`config.mk`:
```
export PLATFORM = sky130hd
export DESIGN_NAME = uart_core
export DESIGN_NICKNAME = d
export VERILOG_FILES = /design/src/rtl/uart_core.sv
export SDC_FILE = /design/constraint.sdc
export NUM_CORES = 1
export LEC_CHECK = 0
export CORE_ASPECT_RATIO = 2
export CORE_MARGIN = 2
export CORE_UTILIZATION = 52
export DETAILED_ROUTE_END_ITERATION = 8
export DONT_BUFFER_PORTS = 1
export PLACE_DENSITY_LB_ADDON = 0.2
export REMOVE_ABC_BUFFERS = 1
export SLEW_MARGIN = 20
export SYNTH_ARGS = -nofsm -noshare
export SYNTH_HDL_FRONTEND = slang
export SYNTH_SLANG_ARGS = --single-unit
```
`constraint.sdc`:
```
create_clock -name clk_i -period 3.1 [get_ports clk_i]
set_clock_uncertainty 0.1 [all_clocks]
set_input_delay 0.31 -clock clk_i [delete_from_list [all_inputs] [get_ports clk_i]]
set_output_delay 0.31 -clock clk_i [all_outputs]
set_load 0.01 [all_outputs]
```
`src/rtl/uart_core.sv`:
```
// Full-duplex UART engine: free-running oversampling baud generator, valid/ready
// transmitter and majority-vote receiver with parity and framing error flags.
module uart_core #(
    parameter int unsigned DATA_W = 8,
    parameter int unsigned OSR    = 16,
    parameter int unsigned DIV_W  = 16
) (
    input  logic              clk_i,
    input  logic              rst_ni,
    input  logic [DIV_W-1:0]  baud_div_i,
    input  logic              tx_en_i,
    input  logic              rx_en_i,
    input  logic              parity_en_i,
    input  logic              parity_odd_i,
    input  logic              two_stop_i,
    input  logic [DATA_W-1:0] tx_data_i,
    input  logic              tx_valid_i,
    output logic              tx_ready_o,
    output logic              tx_done_o,
    output logic              tx_o,
    input  logic              rx_i,
    output logic [DATA_W-1:0] rx_data_o,
    output logic              rx_valid_o,
    output logic              rx_parity_err_o,
    output logic              rx_frame_err_o
);
    localparam int unsigned CW = $clog2(OSR);
    localparam int unsigned BW = $clog2(DATA_W);
    localparam logic [CW-1:0] LAST_TICK = CW'(OSR - 1);
    localparam logic [CW-1:0] SAMP_A    = CW'(OSR / 2 - 1);
    localparam logic [CW-1:0] SAMP_B    = CW'(OSR / 2);
    localparam logic [CW-1:0] SAMP_C    = CW'(OSR / 2 + 1);
    localparam logic [BW-1:0] LAST_BIT  = BW'(DATA_W - 1);

    typedef enum logic [2:0] {TX_IDLE, TX_START, TX_DATA, TX_PARITY, TX_STOP} tx_state_t;
    typedef enum logic [2:0] {RX_IDLE, RX_START, RX_DATA, RX_PARITY, RX_STOP, RX_BREAK} rx_state_t;

    tx_state_t         tx_state;
    logic [CW-1:0]     tx_tick_cnt;
    logic [BW-1:0]     tx_bit_cnt;
    logic [DATA_W-1:0] tx_shift;
    logic              tx_par, tx_par_en, tx_two_stop, tx_stop2;

    rx_state_t         rx_state;
    logic [CW-1:0]     rx_tick_cnt;
    logic [BW-1:0]     rx_bit_cnt;
    logic [DATA_W-1:0] rx_shift;
    logic              rx_s1, rx_s2, samp_a, samp_b, rx_par_bad, maj;

    logic [DIV_W-1:0]  baud_cnt;
    logic              baud_run, tick;

    // The generator also runs while a frame is in flight so a disabled TX can finish.
    assign baud_run = tx_en_i | rx_en_i | (tx_state != TX_IDLE);
    assign tick     = baud_run && (baud_cnt == baud_div_i);

    always_ff @(posedge clk_i) begin
        if (!rst_ni || !baud_run || baud_cnt == baud_div_i) baud_cnt <= '0;
        else                                                  baud_cnt <= baud_cnt + DIV_W'(1);
    end

    assign tx_ready_o = tx_en_i && (tx_state == TX_IDLE);
    assign tx_done_o  = (tx_state == TX_STOP) && tick && (tx_tick_cnt == LAST_TICK)
                        && (!tx_two_stop || tx_stop2);

    always_ff @(posedge clk_i) begin
        if (!rst_ni) begin
            tx_state    <= TX_IDLE;
            tx_o        <= 1'b1;
            tx_tick_cnt <= '0;
            tx_bit_cnt  <= '0;
            tx_shift    <= '0;
            tx_par      <= 1'b0;
            tx_par_en   <= 1'b0;
            tx_two_stop <= 1'b0;
            tx_stop2    <= 1'b0;
        end else begin
            case (tx_state)
                TX_IDLE: begin
                    if (tx_valid_i && tx_ready_o) begin
                        tx_shift    <= tx_data_i;
                        tx_par      <= ^tx_data_i ^ parity_odd_i;
                        tx_par_en   <= parity_en_i;
                        tx_two_stop <= two_stop_i;
                        tx_stop2    <= 1'b0;
                        tx_tick_cnt <= '0;
                        tx_bit_cnt  <= '0;
                        tx_o        <= 1'b0;
                        tx_state    <= TX_START;
                    end
                end
                default: begin
                    if (tick) begin
                        tx_tick_cnt <= tx_tick_cnt + CW'(1);
                        if (tx_tick_cnt == LAST_TICK) begin
                            case (tx_state)
                                TX_START: begin
                                    tx_o     <= tx_shift[0];
                                    tx_state <= TX_DATA;
                                end
                                TX_DATA: begin
                                    tx_shift   <= tx_shift >> 1;
                                    tx_bit_cnt <= tx_bit_cnt + BW'(1);
                                    if (tx_bit_cnt != LAST_BIT) begin
                                        tx_o <= tx_shift[1];
                                    end else if (tx_par_en) begin
                                        tx_o     <= tx_par;
                                        tx_state <= TX_PARITY;
                                    end else begin
                                        tx_o     <= 1'b1;
                                        tx_state <= TX_STOP;
                                    end
                                end
                                TX_PARITY: begin
                                    tx_o     <= 1'b1;
                                    tx_state <= TX_STOP;
                                end
                                TX_STOP: begin
                                    if (tx_two_stop && !tx_stop2) tx_stop2 <= 1'b1;
                                    else                          tx_state <= TX_IDLE;
                                end
                                default: tx_state <= TX_IDLE;
                            endcase
                        end
                    end
                end
            endcase
        end
    end

    always_ff @(posedge clk_i) begin
        if (!rst_ni) {rx_s1, rx_s2} <= 2'b11;
        else         {rx_s1, rx_s2} <= {rx_i, rx_s1};
    end

    assign maj = (samp_a & samp_b) | (samp_a & rx_s2) | (samp_b & rx_s2);

    // rx_tick_cnt holds the index of the next tick within the current bit;
    // the tick that detects the start edge is index 0.
    always_ff @(posedge clk_i) begin
        if (!rst_ni) begin
            rx_state        <= RX_IDLE;
            rx_tick_cnt     <= '0;
            rx_bit_cnt      <= '0;
            rx_shift        <= '0;
            samp_a          <= 1'b1;
            samp_b          <= 1'b1;
            rx_par_bad      <= 1'b0;
            rx_valid_o      <= 1'b0;
            rx_data_o       <= '0;
            rx_parity_err_o <= 1'b0;
            rx_frame_err_o  <= 1'b0;
        end else begin
            rx_valid_o <= 1'b0;
            if (!rx_en_i) begin
                rx_state <= RX_IDLE;
            end else begin
                case (rx_state)
                    RX_IDLE: begin
                        if (tick && !rx_s2) begin
                            rx_state    <= RX_START;
                            rx_tick_cnt <= CW'(1);
                            rx_bit_cnt  <= '0;
                            rx_par_bad  <= 1'b0;
                        end
                    end
                    RX_BREAK: begin
                        if (rx_s2) rx_state <= RX_IDLE;
                    end
                    default: begin
                        if (tick) begin
                            rx_tick_cnt <= rx_tick_cnt + CW'(1);
                            if (rx_tick_cnt == SAMP_A) samp_a <= rx_s2;
                            if (rx_tick_cnt == SAMP_B) samp_b <= rx_s2;
                            if (rx_tick_cnt == SAMP_C) begin
                                case (rx_state)
                                    RX_START: rx_state <= maj ? RX_IDLE : RX_DATA;
                                    RX_DATA: begin
                                        rx_shift   <= {maj, rx_shift[DATA_W-1:1]};
                                        rx_bit_cnt <= rx_bit_cnt + BW'(1);
                                        if (rx_bit_cnt == LAST_BIT)
                                            rx_state <= parity_en_i ? RX_PARITY : RX_STOP;
                                    end
                                    RX_PARITY: begin
                                        rx_par_bad <= maj ^ (^rx_shift) ^ parity_odd_i;
                                        rx_state   <= RX_STOP;
                                    end
                                    RX_STOP: begin
                                        rx_valid_o      <= 1'b1;
                                        rx_data_o       <= rx_shift;
                                        rx_parity_err_o <= rx_par_bad;
                                        rx_frame_err_o  <= !maj;
                                        rx_state        <= maj ? RX_IDLE : RX_BREAK;
                                    end
                                    default: rx_state <= RX_IDLE;
                                endcase
                            end
                        end
                    end
                endcase
            end
        end
    end
endmodule

```
==> flow_summary.toml <==
[outcome]
outcome = "finished clean"

[placed_design]
portBuffers = 0
place_area_sq_um = 3740
dp_hpwl_mm = 5.74
dp_worst_setup_slack_ns = 0.666
gp_congestion = 0.883

[global_route]
grt_max_degree = 38
antenna_found_initial = 0
gr-total-overflow = 0
grt_usage_pct = 21.6
grt_pass1_wl_mm = 13.2
grt_pass1_vias = 2956

[floorplanning]
coreArea_sq_um = 6940
die_w_um = 64.0
die_y_um = 124
dieArea_sq_um = 7930
num_io_pins = 47
start_util_pct = 53.9
rows = 43

[cts]
cts_buffer_depth = 2
post-cts-setup-buffers = 0
tritoncts = "yes"
cts_sinks = 73
clkTransAtPathRegs_ns = 0.05
cts-resized-gates = 0
root_buffer = "clkbuf_16"
insertion_delay_ns = 0.33
holdBufCountCts = 2
cts_max_level = 3
numCtsBuffers = 9

[worst_setup_path]
crit_type = "register to primary output"
crit_chain = "xor2_1, nor4_4, and4_2, nand2_1, nor4_1"
slowest_stage = "nor4_1"
worst_setup_path_start_kind = "register"
end_kind = "primary output"
slowest_delay_ns = 0.46
cp.arrival_ns = 2.23
reg2regPathDepth = 6
path_max_fanout = 10
critPathBufInv = 0
reg2reg_from = "baud_cnt[9]$_SDFF_PP0_"
path_depth = 5
path_delay_family = "simple AND/OR/NAND/NOR gates"
crit_start = "baud_cnt[9]$_SDFF_PP0_"
critPathRequiredTime_ns = 2.69

[flow_run]
cap_violations = 0

[logic_synthesis]
synth_seq_cells = 73
synth_cells = 445
syn_area_sq_um = 3740
netlist.area_leader.share_pct = 39.0
netlist_top_cells_area = "dfxtp_1 39%, xor2_1 7.3%, nand2_1 5.7%"
synth_area_leader_cell = "dfxtp_1"
yosys_warnings = 0
synth_edf_count = 0
synth-async-reset-ratio_pct = 0
avgSynthCellArea_sq_um = 8.41
ys_types = 54
synthFlopType = "dfxtp_1"
ys_seq_area_share_pct = 39.0

[finish]
diodes = 0
final_cell_mix = "73 x dfxtp_1, 57 x nand2_1, 44 x nor2_1, 31 x xor2_1, 27 x nand3_1"
final_common_cell = "dfxtp_1"
stdcell_area_sq_um = 4060
multi_input_area_sq_um = 2100
drive_above_1_share_pct = 7.29
syn_to_final_growth_pct = 8.46
regArea_sq_um = 1460
nNetsFinal = 476
num-fill-cells = 625

[timing]
final.setup.tns_ns = 0
relSlewSlack_pct = 44.2
rsz0062_at_grt = "false"
max_clock_freq_mhz = 378
finalMaxSlewViolations = 0
setup_viol = 0
fin_ws_ns = 0.456
period_share_pct = 85.3
fin_crit_ns = 2.64
hold_viol = 0
tightest_slew_ns = 0.831

[routing]
vias = 3023
dr.pass1.iters = 5
ant_nets = 0
drt_iter0_drc = 142
drcViolationCount = 0
drt-total-wl_mm = 8.00
viasPerCell = 5.71
wl_per_cell_um = 15.1

[worst_hold_path]
hold_depth = 2
holdCritStartpoint = "parity_en_i"
hold_path.class = "primary input to register"

[pwr]
switching_share_pct = 22.1
p_leak_uw = 0.00153
p_switching_uw = 465
peakVddDrop_uv = 369
power_density_nw_per_um2 = 520
seq_power_share_pct = 45.9
internal_power_uw = 1640
clkPwrFrac_pct = 48.3
combPwrFrac_pct = 5.7
==> per-layer routing <==
layer | GRT usage [%] | wire, um | vias up
met4 | 13.7 | 236 | 0
met1 | 21.2 | 3050 | 1421
met3 | 4.79 | 343 | 19
met2 | 39.9 | 4370 | 66
met5 | 0 | 0 | -
li1 | - | - | 1517
==> final timing paths <==
check	end	slack, ns
worst max register to register	rx_par_bad$_SDFFE_PN0P_	0.66
worst max-delay path	tx_done_o	0.46
worst min-delay path	tx_par_en$_SDFFE_PN0P_	0.02
worst min register to register	rx_s2$_SDFF_PN1_	0.33
==> state kept, by name, indices dropped and copies added (netlist names), 3 cells and up <==
| signal | cells |
|---|---|
| rx_state | 3 |
| rx_shift | 8 |
| tx_shift | 8 |
| tx_bit_cnt | 3 |
| rx_tick_cnt | 4 |
| rx_bit_cnt | 3 |
| baud_cnt | 16 |
| tx_state | 3 |
| rx_data_o | 8 |
| tx_tick_cnt | 4 |
==> layout make-up <==
| class | instances | share of cell area [%] |
|---|---|---|
| Multi-Input combinational cell | 332 | 51.6 |
| Tap cell | 90 | 2.77 |
| Sequential cell | 73 | 36.0 |
| Clock buffer | 11 | 5.98 |
| Timing Repair Buffer | 5 | 1.05 |
| Inverter | 13 | 1.20 |
| Clock inverter | 5 | 1.36 |
==> cells by family (layout without fill, tap and decap cells) <==
logic type	after synthesis	count (layout)	share of synthesized area, %
AOI/OAI and AO/OA	69	69	11.2
xor gates and xnor gates	49	49	11.5
adders and majority gates	10	10	3.28
buffers and inverters	40	34	5.11
DFF	73	73	39.0
muxes	12	12	3.24
and+or+nand+nor	192	192	26.7
==> cells in the mapped netlist (2+ instances only) <==
cell / count
clkbuf_1: 20
a31oi_1: 3
nand3_1: 27
nor3_1: 15
nor4_4: 4
or3_1: 4
or3b_2: 2
ha_1: 9
nand4_1: 6
nand2b_1: 3
xor2_1: 31
nand2_1: 57
o31ai_1: 2
mux2i_1: 11
o211ai_1: 2
a211oi_1: 2
and3_1: 6
a21oi_1: 23
o21ai_0: 22
nor4_1: 4
nor3b_1: 2
dlygate4sd1_1: 2
or4_1: 3
a311oi_1: 7
nor2_1: 44
dfxtp_1: 73
inv_1: 13
or2_2: 2
buf_6: 4
xnor2_1: 18
==> power groups by stage <==
stage          registers, uW  clock network (uW)  logic, uW
4_1_cts                  969                1040        123
6_report                 969                1020        121
3_3_place_gp             988                   0        117
3_5_place_dp             989                   0        119
2_1_floorplan            985                   0       93.9
5_1_grt                  971                1080        134
==> metrics by stage <==
| step | cells | hold slack, ns | utilization, % | power (uW) |
|---|---|---|---|---|
| 2_1_floorplan | 418 | 0.282 | - | 1080 |
| 3_3_place_gp | 511 | 0.290 | 53.9 | 1110 |
| 3_5_place_dp | 511 | 0.293 | 53.9 | 1110 |
| 4_1_cts | 529 | 0.00784 | 58.5 | 2130 |
| 5_1_grt | 529 | 0.0132 | 58.5 | 2190 |
| 6_report | 529 | 0.0180 | 58.5 | 2110 |
(Power assumes the default switching activity.)
